--- config.mk ---
export PLATFORM = sky130hd
export DESIGN_NAME = irq_ctrl
export DESIGN_NICKNAME = d
export VERILOG_FILES = /design/src/rtl/irq_ctrl.sv
export SDC_FILE = /design/constraint.sdc
export NUM_CORES = 1
export LEC_CHECK = 0
export ABC_AREA = 1
export CORE_ASPECT_RATIO = 0.75
export CORE_UTILIZATION = 40
export CTS_BUF_LIST = sky130_fd_sc_hd__clkbuf_4 sky130_fd_sc_hd__clkbuf_8 sky130_fd_sc_hd__clkbuf_16
export DETAILED_ROUTE_END_ITERATION = 7
export GPL_ROUTABILITY_DRIVEN = 0
export HOLD_SLACK_MARGIN = 0.02
export PLACE_DENSITY = 0.82
export SYNTH_ARGS = -nofsm -noshare
export SYNTH_HDL_FRONTEND = slang
export SYNTH_SLANG_ARGS = --single-unit
export TNS_END_PERCENT = 5
--- constraint.sdc ---
create_clock -name i_clk -period 1.3 [get_ports i_clk]
set_input_delay 0.26 -clock i_clk [delete_from_list [all_inputs] [get_ports i_clk]]
set_output_delay 0.26 -clock i_clk [all_outputs]
set_load 0.02 [all_outputs]
--- src/rtl/irq_ctrl.sv ---
// rtl/irq_ctrl.sv - prioritized edge-triggered interrupt controller with MMIO registers
// Nesting of higher-priority sources during service is enabled by defining IRQ_CTRL_NEST_EN.
module irq_ctrl #(
  parameter int          N_SRC      = 4,
  parameter logic [15:0] VEC_BASE   = 16'h0100,
  parameter logic [15:0] VEC_STRIDE = 16'h0010
) (
  input  logic             i_clk,
  input  logic             i_rst,
  input  logic [N_SRC-1:0] i_irq_src,
  input  logic             i_sel,
  input  logic             i_we,
  input  logic             i_re,
  input  logic [1:0]       i_addr,
  input  logic [15:0]      i_wdata,
  output logic [15:0]      o_rdata,
  input  logic             i_cpu_ready,
  input  logic             i_iret,
  output logic             o_irq_take,
  output logic [15:0]      o_irq_vector,
  output logic             o_in_irq
);
  typedef enum logic [1:0] {S_IDLE, S_TAKE, S_INSVC} state_t;

  localparam logic [1:0] A_ENABLE  = 2'b00;
  localparam logic [1:0] A_PENDING = 2'b01;
  localparam logic [1:0] A_CTRL    = 2'b10;
  localparam logic [N_SRC-1:0] LSB = {{(N_SRC-1){1'b0}}, 1'b1};

  state_t           state_q, state_d;
  logic [N_SRC-1:0] enable_q, enable_d;
  logic [N_SRC-1:0] pending_q, pending_d;
  logic [N_SRC-1:0] isr_q, isr_d;
  logic [N_SRC-1:0] src_q, src_d;
  logic             gie_q, gie_d;
  logic [15:0]      vector_q, vector_d;

  logic [N_SRC-1:0] cand, win_oh, rise, w1c;
  logic [15:0]      win_idx;
  logic             take_go, wr_en, unused_wdata;

  assign unused_wdata = ^i_wdata;
  assign wr_en        = i_sel & i_we;
  assign cand         = pending_q & enable_q;
  // Isolate the lowest set bit: that is the highest-priority candidate.
  assign win_oh       = cand & (~cand + LSB);

  always_comb begin
    win_idx = '0;
    for (int i = N_SRC - 1; i >= 0; i--) begin
      if (cand[i]) win_idx = 16'(i);
    end
  end

`ifdef IRQ_CTRL_NEST_EN
  logic [15:0] isr_idx;
  always_comb begin
    isr_idx = '1;
    for (int i = N_SRC - 1; i >= 0; i--) begin
      if (isr_q[i]) isr_idx = 16'(i);
    end
  end
`endif

  always_comb begin
    state_d  = state_q;
    enable_d = enable_q;
    gie_d    = gie_q;
    isr_d    = isr_q;
    vector_d = vector_q;
    src_d    = i_irq_src;
    rise     = i_irq_src & ~src_q;
    w1c      = '0;
    take_go  = 1'b0;

    case (state_q)
      S_IDLE: begin
        take_go = gie_q & i_cpu_ready & (|cand);
        if (take_go) state_d = S_TAKE;
      end
      S_TAKE: state_d = S_INSVC;
      S_INSVC: begin
`ifdef IRQ_CTRL_NEST_EN
        take_go = gie_q & i_cpu_ready & (|cand) & (win_idx < isr_idx);
`endif
        if (i_iret) isr_d = isr_q & (isr_q - LSB);
        if (take_go) state_d = S_TAKE;
        else if (isr_d == '0) state_d = S_IDLE;
      end
      default: state_d = S_IDLE;
    endcase

    if (take_go) begin
      vector_d = VEC_BASE + win_idx * VEC_STRIDE;
      isr_d    = isr_d | win_oh;
    end

    if (wr_en) begin
      case (i_addr)
        A_ENABLE:  enable_d = i_wdata[N_SRC-1:0];
        A_PENDING: w1c      = i_wdata[N_SRC-1:0];
        A_CTRL:    gie_d    = i_wdata[0];
        default:   ;
      endcase
    end

    // A fresh edge always beats a software or take clear on the same bit.
    pending_d = (pending_q & ~w1c & ~({N_SRC{take_go}} & win_oh)) | rise;
  end

  always_ff @(posedge i_clk) begin
    if (i_rst) begin
      state_q   <= S_IDLE;
      enable_q  <= '0;
      pending_q <= '0;
      isr_q     <= '0;
      src_q     <= '0;
      gie_q     <= 1'b0;
      vector_q  <= 16'h0000;
    end else begin
      state_q   <= state_d;
      enable_q  <= enable_d;
      pending_q <= pending_d;
      isr_q     <= isr_d;
      src_q     <= src_d;
      gie_q     <= gie_d;
      vector_q  <= vector_d;
    end
  end

  assign o_irq_take   = (state_q == S_TAKE);
  assign o_irq_vector = vector_q;
  assign o_in_irq     = |isr_q;

  always_comb begin
    o_rdata = 16'h0000;
    if (i_sel && i_re) begin
      case (i_addr)
        A_ENABLE:  o_rdata[N_SRC-1:0] = enable_q;
        A_PENDING: o_rdata[N_SRC-1:0] = pending_q;
        A_CTRL:    o_rdata[0]         = gie_q;
        default: begin
          o_rdata[N_SRC-1:0] = isr_q;
          o_rdata[15]        = o_in_irq;
        end
      endcase
    end
  end
endmodule

==> qor.json, run 1 <==
{
  "fmax": {"value": 0.7527, "unit": "GHz"},
  "syn_avg_cell_area": {"value": 6.756, "unit": "µm²"},
  "min_to": {"value": "pending_q[1]"},
  "startpoint": {"value": "isr_q[1]"},
  "top_level_ports": {"value": 63},
  "timing.max_cap.violations": {"value": 0},
  "die-height": {"value": 51.06, "unit": "µm"},
  "grt_pass1_wl": {"value": 4664, "unit": "µm"},
  "design.final.nets": {"value": 276},
  "cts_root_buf": {"value": "sky130_fd_sc_hd__clkbuf_8"},
  "cts.path.max_buffers": {"value": 2},
  "grtUsageMet2": {"value": 30.33, "unit": "%"},
  "grt_util_all_layers": {"value": 17.94, "unit": "%"},
  "count_of_input_and_output_buffers": {"value": 26},
  "worst-path-max-fanout": {"value": 3},
  "worst_hold_path.num_cells": {"value": 1},
  "r2r_end": {"value": "pending_q[3]"},
  "h_tree_depth": {"value": 1},
  "num_antenna_cells": {"value": 0},
  "status": {"value": "finished with violations"},
  "clock_insertion_delay_worst_skew": {"value": 270, "unit": "ps"},
  "cellPowerDensity": {"value": 921.8, "unit": "nW/µm²"},
  "area_delta_synth_final": {"value": 39.18, "unit": "%"},
  "fin_worst_skew": {"value": 10.57, "unit": "ps"},
  "cts_made_buffers": {"value": 3},
  "fp.dieArea": {"value": 3442, "unit": "µm²"},
  "r2r_setup_slack": {"value": 80, "unit": "ps"},
  "yosys_warnings": {"value": 0},
  "top_usage_layer": {"value": "met2"},
  "drt-vias-per-instance": {"value": 4.398},
  "critPathRequiredTime": {"value": 1040, "unit": "ps"},
  "final_setup_violating_endpoints": {"value": 4},
  "timing.critical_path.from_type": {"value": "flop"},
  "drc": {"value": 0},
  "setup_ws": {"value": -28.62, "unit": "ps"},
  "drive_gt1_share": {"value": 30.49, "unit": "%"},
  "pre_cts_slack": {"value": -882.4, "unit": "ps"},
  "drt_iter0_drc": {"value": 41},
  "r2r_cells": {"value": 8},
  "ant_nets": {"value": 0},
  "synth-seq-area-share": {"value": 34.31, "unit": "%"},
  "route.vias.total": {"value": 1249},
  "hold_start": {"value": "src_q[1]"},
  "core_area": {"value": 2999, "unit": "µm²"},
  "vdd.ir_drop.worst": {"value": 0.9696, "unit": "mV"},
  "leakagePower": {"value": 0.9256, "unit": "nW"},
  "cts_sinks": {"value": 22},
  "synthDistinctLibCells": {"value": 24},
  "crit_type": {"value": "flop to primary output"},
  "cp_data_arrival_time": {"value": 1070, "unit": "ps"},
  "drtPass1Iterations": {"value": 4},
  "routedWlPerCell": {"value": 9.891, "unit": "µm"},
  "final.period_utilization": {"value": 102.2, "unit": "%"},
  "worst_hold_path_type": {"value": "flop to flop"},
  "overflow": {"value": 0},
  "cts.reportedPaths.clkPinSlew": {"value": 80, "unit": "ps"},
  "synth.ff_latch_count": {"value": 22},
  "cts_tree": {"value": "yes"},
  "syn_inst": {"value": 190},
  "maxSlewViolCount": {"value": 0},
  "fp.dieW": {"value": 67.42, "unit": "µm"},
  "worst_setup_path_end_kind": {"value": "primary output"},
  "initial_cell_density_of_the_core": {"value": 42.80, "unit": "%"},
  "critical_path.reg2reg.startpoint": {"value": "pending_q[2]"},
  "hold_violations": {"value": 0},
  "cts.hold.buffers_added": {"value": 0},
  "finalWorstPathRequiredPeriod": {"value": 1329, "unit": "ps"},
  "routed_wirelength": {"value": 2809, "unit": "µm"},
  "netlist_area": {"value": 1284, "unit": "µm²"},
  "grt_use_met1": {"value": 24.18, "unit": "%"},
  "first_global_vias": {"value": 1097},
  "row_count": {"value": 17},
  "pin_count_of_the_biggest_net_entering_global_routing": {"value": 14},
  "grt_antenna_before_repair": {"value": 0},
  "grt_setup_unrepaired": {"value": "yes"},
  "fin_tns_setup": {"value": -78.36, "unit": "ps"},
  "globalRouteMet3Util": {"value": 3.348, "unit": "%"},
  "dpl.hpwl": {"value": 2249, "unit": "µm"},
  "failed_checks": {"value": "negative setup slack"}
}
==> sequential cells by signal (all words and copies together) (netlist names) <==
name / cells
state_q: 2
gie_q: 1
enable_q: 4
src_q: 4
isr_q: 4
pending_q: 4
o_irq_vector: 3
==> cells in the mapped netlist <==
cell type                  number  area share [%]
sky130_fd_sc_hd__nand2_2        7             3.4
sky130_fd_sc_hd__nor3_1         2            0.78
sky130_fd_sc_hd__o22ai_1        1            0.49
sky130_fd_sc_hd__nor2_4         3             2.6
sky130_fd_sc_hd__o21ai_2        1            0.68
sky130_fd_sc_hd__clkbuf_1       1            0.29
sky130_fd_sc_hd__conb_1         1            0.29
sky130_fd_sc_hd__o21ai_1        2            0.78
sky130_fd_sc_hd__nor2_1        23             6.7
sky130_fd_sc_hd__nand3_1       11             4.3
sky130_fd_sc_hd__dfxtp_1       22              34
sky130_fd_sc_hd__nand2_1       35              10
sky130_fd_sc_hd__o221ai_1       2             1.4
sky130_fd_sc_hd__nor4_1         1            0.49
sky130_fd_sc_hd__buf_4         24              14
sky130_fd_sc_hd__inv_1         27             7.9
sky130_fd_sc_hd__nand2_4        1            0.88
sky130_fd_sc_hd__o211ai_1       1            0.59
sky130_fd_sc_hd__a21oi_1       11             4.3
sky130_fd_sc_hd__clkinv_1       1            0.29
sky130_fd_sc_hd__o21ai_0        7             2.7
sky130_fd_sc_hd__nor2_2         1            0.49
sky130_fd_sc_hd__inv_2          2            0.59
sky130_fd_sc_hd__nand4_1        3             1.5
==> logic make-up after synthesis <==
family | count (synthesis) | synth area share [%]
buf+inv | 55 | 23.10
compound gates | 25 | 10.92
other cells | 1 | 0.2921
simple gates | 87 | 31.38
flops | 22 | 34.31
==> worst max-delay path by stage <==
stage | to | depth (start not counted)
after floorplan | o_rdata[15] | 4
after global placement | o_rdata[0] | 8
after detailed placement | o_rdata[0] | 8
after CTS | o_rdata[15] | 5
after global routing | o_rdata[1] | 5
final | o_rdata[1] | 5
==> cell usage in the layout (no fill, tap or decap), drive strengths merged <==
cell / n
nor4: 1
clkbuf: 3
o221ai: 2
o22ai: 1
nor2: 27
buf: 37
nand2: 43
dfxtp: 22
nand3: 11
o211ai: 1
clkdlybuf4s50: 12
nor3: 2
conb: 24
o21ai: 10
dlygate4sd2: 5
bufinv: 1
a21oi: 11
nand4: 3
inv: 29
clkinv: 1
==> where the power goes <==
| part | switching [W] | total [W] | internal, W |
|---|---|---|---|
| combinational | 0.000176 | 0.000301 | 0.000125 |
| clock | 0.000221 | 0.000632 | 0.000411 |
| sequential | 0.0000133 | 0.000714 | 0.000701 |
| total | 0.000410 | 0.00165 | 0.00124 |
==> layout make-up <==
cell class,instances,area (µm²)
timing repair buffer,54,444.2
fill,292,1212
multi-input combinational,136,663.1
inverter,30,112.6
tap,38,47.55
clock inverter,1,30.03
clock buffer,3,41.29
sequential,22,447.9
==> worst max-delay path: stages (launching register included) <==
cell                       delay, ps
sky130_fd_sc_hd__dfxtp_2         360
sky130_fd_sc_hd__inv_2            50
sky130_fd_sc_hd__o221ai_2        160
sky130_fd_sc_hd__nand2_1          70
sky130_fd_sc_hd__inv_1            60
sky130_fd_sc_hd__buf_6           110
==> routing by layer <==
metal,up-vias,part of all wire [%]
li1,662,-
met1,546,47
met2,41,46
met3,0,6.5
met4,0,0
met5,-,0
==> repair_timing <==
item,4_1_cts,5_1_grt
pin swaps,9,4
endpoints found under the setup margin,10,9
setup buffers,0,2
endpoints found under the hold margin,0,0
gates cloned,0,0
resized for setup,63,6
==> per-stage QoR <==
step                utilization (%)  instance area, µm²  std cells  power [W]  hold slack, ps
floorplan                         -                1370        213  0.0009307           342.6
global placement              56.32                1689        278   0.001004           393.0
detailed placement            56.32                1689        278   0.001010           402.0
CTS                           58.53                1755        282   0.001643           405.5
global route                  59.57                1787        284   0.001718           412.7
finish                        59.57                1787        284   0.001647           400.2
Power figures use the tool's default switching activity.
==> run 2: changes to the inputs <==
--- a/config.mk
+++ b/config.mk
@@ -13,6 +13,7 @@
 export GPL_ROUTABILITY_DRIVEN = 0
 export HOLD_SLACK_MARGIN = 0.02
 export PLACE_DENSITY = 0.82
+export SETUP_SLACK_MARGIN = 0.15
 export SYNTH_ARGS = -nofsm -noshare
 export SYNTH_HDL_FRONTEND = slang
 export SYNTH_SLANG_ARGS = --single-unit
==> qor.json, run 2 (same netlist as run 1, synthesis figures left out) <==
{
  "status": {"value": "finished with violations"},
  "cp_data_arrival_time": {"value": 1070, "unit": "ps"},
  "drtPass1Iterations": {"value": 4},
  "post_dp_cell_area": {"value": 1689, "unit": "µm²"},
  "layout.cells.most_common": {"value": "sky130_fd_sc_hd__nand2_1"},
  "failed_checks": {"value": "negative setup slack"},
  "area_delta_synth_final": {"value": 49.12, "unit": "%"},
  "fmax": {"value": 0.7528, "unit": "GHz"},
  "clock_insertion_delay_worst_skew": {"value": 270, "unit": "ps"},
  "min_to": {"value": "pending_q[1]"},
  "fp.dieW": {"value": 67.42, "unit": "µm"},
  "drive_gt1_share": {"value": 40.24, "unit": "%"},
  "overflow": {"value": 0},
  "worst_hold_slack": {"value": 400.6, "unit": "ps"},
  "die-height": {"value": 51.06, "unit": "µm"},
  "cts_tree": {"value": "yes"},
  "worst-path-max-fanout": {"value": 3},
  "drt_iter0_drc": {"value": 34},
  "cts_root_buf": {"value": "sky130_fd_sc_hd__clkbuf_8"},
  "maxSlewViolCount": {"value": 0},
  "worst_hold_path_type": {"value": "flop to flop"},
  "vdd.ir_drop.worst": {"value": 0.9416, "unit": "mV"},
  "routed_wirelength": {"value": 2998, "unit": "µm"},
  "leakagePower": {"value": 0.9472, "unit": "nW"},
  "hold_violations": {"value": 0},
  "cpPeakStageDelay": {"value": 360, "unit": "ps"},
  "cts.reportedPaths.clkPinSlew": {"value": 80, "unit": "ps"},
  "setup_ws": {"value": -28.45, "unit": "ps"},
  "cellPowerDensity": {"value": 872.9, "unit": "nW/µm²"},
  "ant_nets": {"value": 0},
  "grt_setup_unrepaired": {"value": "yes"},
  "worst_hold_path.num_cells": {"value": 1},
  "first_global_vias": {"value": 1116},
  "top_level_ports": {"value": 63},
  "fin_cells": {"value": 284},
  "count_of_input_and_output_buffers": {"value": 26},
  "worst_setup_path_end_kind": {"value": "primary output"},
  "cts_sinks": {"value": 22},
  "drt-vias-per-instance": {"value": 4.496},
  "critical_path.reg2reg.startpoint": {"value": "state_q[0]"},
  "crit_type": {"value": "flop to primary output"},
  "final_setup_violating_endpoints": {"value": 4},
  "timing.max_cap.violations": {"value": 0},
  "timing.critical_path.from_type": {"value": "flop"},
  "drc": {"value": 0},
  "finalWorstPathRequiredPeriod": {"value": 1328, "unit": "ps"},
  "r2r_setup_slack": {"value": 70, "unit": "ps"},
  "crit_path_cell_trace": {"value": "inv_2 -> o221ai_2 -> nand2_1 -> inv_1 -> buf_6"},
  "grt_util_all_layers": {"value": 18.18, "unit": "%"},
  "h_tree_depth": {"value": 1},
  "cts.path.max_buffers": {"value": 2},
  "design.final.nets": {"value": 276},
  "hold_start": {"value": "src_q[1]"},
  "row_count": {"value": 17},
  "fp.dieArea": {"value": 3442, "unit": "µm²"},
  "route.vias.total": {"value": 1277},
  "r2r_end": {"value": "pending_q[3]"},
  "critPathRequiredTime": {"value": 1040, "unit": "ps"},
  "pin_count_of_the_biggest_net_entering_global_routing": {"value": 14},
  "dpl.hpwl": {"value": 2249, "unit": "µm"},
  "fin_worst_skew": {"value": 10.99, "unit": "ps"},
  "r2r_cells": {"value": 7},
  "dpl.cell_count": {"value": 278},
  "postLayoutCellArea": {"value": 1914, "unit": "µm²"},
  "slowest_stage": {"value": "sky130_fd_sc_hd__dfxtp_2"},
  "initial_cell_density_of_the_core": {"value": 42.80, "unit": "%"},
  "num_antenna_cells": {"value": 0},
  "grt_pass1_wl": {"value": 4733, "unit": "µm"},
  "grt_antenna_before_repair": {"value": 0},
  "final.period_utilization": {"value": 102.2, "unit": "%"},
  "cts_made_buffers": {"value": 3},
  "layout_common_cells": {"value": "31 x sky130_fd_sc_hd__nand2_1, 26 x sky130_fd_sc_hd__buf_4, 24 x sky130_fd_sc_hd__conb_1, 17 x sky130_fd_sc_hd__inv_1, 17 x sky130_fd_sc_hd__nor2_1"},
  "routedWlPerCell": {"value": 10.56, "unit": "µm"},
  "core_area": {"value": 2999, "unit": "µm²"}
}
run 2: changes by cell type in the layout (fill, tap and decap cells not counted), sizes merged:
cell	previous run	this run
dlygate4sd2	5	2
clkdlybuf4s15	0	2
buf	37	38
clkdlybuf4s50	12	11
clkinv	1	0
clkinvlp	0	1
dlymetal6s2s	0	1
run 2: what timing repair did:
| action | 4_1_cts | 5_1_grt |
|---|---|---|
| gates resized for setup | 85 | 33 |
| hold buffers | 0 | 0 |
| setup buffers | 1 | 1 |
| endpoints found under the setup margin | 23 | 26 |
| pin swaps | 23 | 31 |
run 2: cell type report:
type                    instances  area [µm²]
fillers                       272        1085
multi-input cells             136       760.7
repair buffers                 54       467.9
flip-flops and latches         22       450.4
inverters                      30       116.4
well taps                      38       47.55
clock buffers                   3       41.29
clock inverters                 1       30.03
run 2: routing by layer:
| metal | vias to the layer above | global-route usage [%] | part of all wire, % |
|---|---|---|---|
| met3 | 2 | 4.018 | 6.9 |
| met5 | - | 0 | 0 |
| met2 | 46 | 29.67 | 47 |
| li1 | 662 | - | - |
| met1 | 567 | 24.59 | 45 |
| met4 | 0 | 3.191 | 0.53 |
run 2: worst max-delay path, delay by kind of cell (launching register included):
| kind | cells | cell delay, ps |
|---|---|---|
| buffers and inverters | 3 | 220 |
| AOI/OAI and AO/OA | 1 | 160 |
| DFF | 1 | 360 |
| and+or+nand+nor | 1 | 70 |
run 2: through the flow:
step                      utilization (%)  setup TNS (ps)  setup slack, ps  power [W]
after floorplan                         -               0            176.7  0.0009307
after global placement              56.32           -6487           -860.1   0.001004
after detailed placement            56.32           -6906           -882.4   0.001010
after CTS                           60.78          -133.3           -50.89   0.001654
after global routing                63.83          -419.0           -93.63   0.001744
final                               63.83          -79.53           -28.45   0.001671
run 2: worst max-delay path by stage:
stage	start	end	slack [ps]	cells after the start
floorplan	isr_q[0]	o_rdata[15]	180	4
global placement	i_addr[1]	o_rdata[0]	-860	8
detailed placement	i_addr[1]	o_rdata[0]	-880	8
CTS	pending_q[0]	o_rdata[0]	-50	5
global route	isr_q[1]	o_rdata[1]	-90	5
finish	isr_q[1]	o_rdata[1]	-30	5
run 2: power by group:
| part | internal [W] | switching [W] |
|---|---|---|
| sequential | 0.000701 | 0.0000140 |
| clock | 0.000411 | 0.000220 |
| combinational | 0.000134 | 0.000190 |
| total | 0.00125 | 0.000425 |
==> run 3: changes to the inputs <==
--- a/config.mk
+++ b/config.mk
@@ -7,11 +7,13 @@
 export LEC_CHECK = 0
 export ABC_AREA = 1
 export CORE_ASPECT_RATIO = 0.75
+export CORE_MARGIN = 2
 export CORE_UTILIZATION = 40
 export CTS_BUF_LIST = sky130_fd_sc_hd__clkbuf_4 sky130_fd_sc_hd__clkbuf_8 sky130_fd_sc_hd__clkbuf_16
 export DETAILED_ROUTE_END_ITERATION = 7
 export GPL_ROUTABILITY_DRIVEN = 0
 export HOLD_SLACK_MARGIN = 0.02
+export MAX_ROUTING_LAYER = met4
 export PLACE_DENSITY = 0.82
 export SETUP_SLACK_MARGIN = 0.15
 export SYNTH_ARGS = -nofsm -noshare
==> qor.json, run 3 (same netlist as run 1, synthesis figures left out) <==
{
  "status": {"value": "finished with violations"},
  "failed_checks": {"value": "negative setup slack"},
  "final.period_utilization": {"value": 102.1, "unit": "%"},
  "intPower": {"value": 0.001092, "unit": "W"},
  "grt_use_met1": {"value": 21.42, "unit": "%"},
  "grtUsageMet2": {"value": 27.56, "unit": "%"},
  "fp.dieW": {"value": 69.42, "unit": "µm"},
  "fin_worst_skew": {"value": 2.353, "unit": "ps"},
  "area_delta_synth_final": {"value": 42.30, "unit": "%"},
  "fp.dieArea": {"value": 3683, "unit": "µm²"},
  "h_tree_depth": {"value": 1},
  "worst_hold_slack": {"value": 365.6, "unit": "ps"},
  "design.final.nets": {"value": 274},
  "critical_path.reg2reg.startpoint": {"value": "state_q[0]"},
  "crit_path_cell_trace": {"value": "inv_2 -> o211ai_1 -> o21ai_1 -> inv_1 -> buf_6"},
  "multi_input_area": {"value": 713.2, "unit": "µm²"},
  "vdd.ir_drop.worst": {"value": 0.6118, "unit": "mV"},
  "finalWorstPathRequiredPeriod": {"value": 1327, "unit": "ps"},
  "final_setup_violating_endpoints": {"value": 4},
  "dpl.cell_count": {"value": 276},
  "leakagePower": {"value": 0.9245, "unit": "nW"},
  "fmax": {"value": 0.7536, "unit": "GHz"},
  "r2r_setup_slack": {"value": 70, "unit": "ps"},
  "fin_cells": {"value": 282},
  "timing.critical_path.from_type": {"value": "flop"},
  "power.total": {"value": 0.001497, "unit": "W"},
  "setup_ws": {"value": -26.95, "unit": "ps"},
  "pre_cts_slack": {"value": -942.7, "unit": "ps"},
  "critPathRequiredTime": {"value": 1040, "unit": "ps"},
  "postLayoutCellArea": {"value": 1827, "unit": "µm²"},
  "min_to": {"value": "gie_q"},
  "route.vias.total": {"value": 1241},
  "drt-vias-per-instance": {"value": 4.401},
  "cts.path.max_buffers": {"value": 2},
  "layout_common_cells": {"value": "30 x sky130_fd_sc_hd__nand2_1, 27 x sky130_fd_sc_hd__buf_4, 24 x sky130_fd_sc_hd__conb_1, 18 x sky130_fd_sc_hd__inv_1, 17 x sky130_fd_sc_hd__nor2_1"},
  "layout.cells.most_common": {"value": "sky130_fd_sc_hd__nand2_1"},
  "cts_tree": {"value": "yes"},
  "drc": {"value": 0},
  "top_level_ports": {"value": 63},
  "ant_nets": {"value": 0},
  "drtPass1Iterations": {"value": 4},
  "overflow": {"value": 0},
  "drive_gt1_share": {"value": 38.93, "unit": "%"},
  "grt_util_all_layers": {"value": 17.14, "unit": "%"},
  "drt_iter0_drc": {"value": 58},
  "cellPowerDensity": {"value": 819.4, "unit": "nW/µm²"},
  "initial_cell_density_of_the_core": {"value": 42.80, "unit": "%"},
  "worst_hold_path_type": {"value": "input port to flop"},
  "post_dp_cell_area": {"value": 1674, "unit": "µm²"},
  "power.switching_fraction": {"value": 27.04, "unit": "%"},
  "cpPeakStageDelay": {"value": 340, "unit": "ps"},
  "clock_insertion_delay_worst_skew": {"value": 260, "unit": "ps"},
  "worst-path-max-fanout": {"value": 2},
  "maxSlewViolCount": {"value": 0},
  "first_global_vias": {"value": 1115},
  "clkPwrFrac": {"value": 32.3, "unit": "%"},
  "routed_wirelength": {"value": 2878, "unit": "µm"},
  "cts_made_buffers": {"value": 3},
  "row_count": {"value": 17},
  "cts_sinks": {"value": 22},
  "r2r_end": {"value": "pending_q[3]"},
  "startpoint": {"value": "pending_q[0]"},
  "routedWlPerCell": {"value": 10.21, "unit": "µm"},
  "cp_data_arrival_time": {"value": 1070, "unit": "ps"},
  "slowest_stage": {"value": "sky130_fd_sc_hd__dfxtp_2"},
  "grt_antenna_before_repair": {"value": 0},
  "p_sw": {"value": 0.0004047, "unit": "W"},
  "hold_start": {"value": "i_addr[0]"},
  "num_antenna_cells": {"value": 0},
  "num-fill-cells": {"value": 254},
  "pwr-share-seq": {"value": 47.5, "unit": "%"},
  "hold_violations": {"value": 0},
  "grt_setup_unrepaired": {"value": "yes"},
  "share_of_power_burned_in_combinational_logic": {"value": 20.1, "unit": "%"},
  "worst_hold_path.num_cells": {"value": 3},
  "regArea": {"value": 456.7, "unit": "µm²"},
  "count_of_input_and_output_buffers": {"value": 26},
  "die-height": {"value": 53.06, "unit": "µm"},
  "cts.reportedPaths.clkPinSlew": {"value": 80, "unit": "ps"},
  "globalRouteMet3Util": {"value": 4.381, "unit": "%"},
  "timing.max_cap.violations": {"value": 0},
  "pin_count_of_the_biggest_net_entering_global_routing": {"value": 13},
  "worst_setup_path_end_kind": {"value": "primary output"},
  "top_usage_layer": {"value": "met2"},
  "grt_pass1_wl": {"value": 4733, "unit": "µm"},
  "dpl.hpwl": {"value": 2294, "unit": "µm"},
  "cts_root_buf": {"value": "sky130_fd_sc_hd__clkbuf_8"},
  "r2r_cells": {"value": 7},
  "core_area": {"value": 2999, "unit": "µm²"},
  "crit_type": {"value": "flop to primary output"}
}
==> run 3: cell count changes in the layout (fill, tap and decap cells not counted), sizes merged <==
cell           before  now
bufinv              1    0
clkinv              0    1
clkinvlp            1    0
buf                38   37
clkdlybuf4s15       2    1
clkbuf              3    4
==> run 3: worst max-delay path by stage <==
stage	cells past startpoint	to	slack, ps
3_5_place_dp	8	o_rdata[2]	-940
2_1_floorplan	4	o_rdata[15]	180
3_3_place_gp	8	o_rdata[2]	-930
5_1_grt	5	o_rdata[1]	-110
6_report	5	o_rdata[0]	-30
4_1_cts	5	o_rdata[0]	-40
==> run 3: final cells by class <==
| type | instances | area share [%] |
|---|---|---|
| Multi-Input combinational cell | 136 | 39.04 |
| Clock buffer | 4 | 3.014 |
| Timing Repair Buffer | 52 | 24.18 |
| Tap cell | 38 | 2.603 |
| Inverter | 30 | 6.164 |
| Sequential cell | 22 | 25.00 |
==> run 3: per-layer routing <==
metal  wire, µm  vias up
met5          0        -
met4         30        0
met3        191        4
met2       1342       47
met1       1314      534
li1           -      656
==> run 3: metrics by stage <==
stage / TNS [ps] / util, %
6_report: -77.78 / 60.91
5_1_grt: -422.6 / 60.91
4_1_cts: -144.8 / 58.82
3_5_place_dp: -7579 / 55.82
3_3_place_gp: -7108 / 55.82
2_1_floorplan: 0 / -
==> run 3: worst max-delay path, delay by kind of cell, from the launching register on <==
family	cells	cell delay [ps]
DFF	1	340
buffers and inverters	3	220
AOI/OAI and AO/OA	2	240
==> run 3: power groups by stage <==
stage	clock network (W)	registers, W	logic, W
detailed placement	0	0.000725	0.000282
finish	0.000484	0.000712	0.000301
global placement	0	0.000724	0.000277
global route	0.000529	0.000714	0.000331
CTS	0.000500	0.000713	0.000289
floorplan	0	0.000726	0.000205
==> run 3: timing repair <==
item / CTS / global route
hold buffers: 0 / 0
gates resized for setup: 80 / 30
pin swaps: 14 / 18
setup endpoints to repair: 21 / 24
buffers inserted: 2 / 0
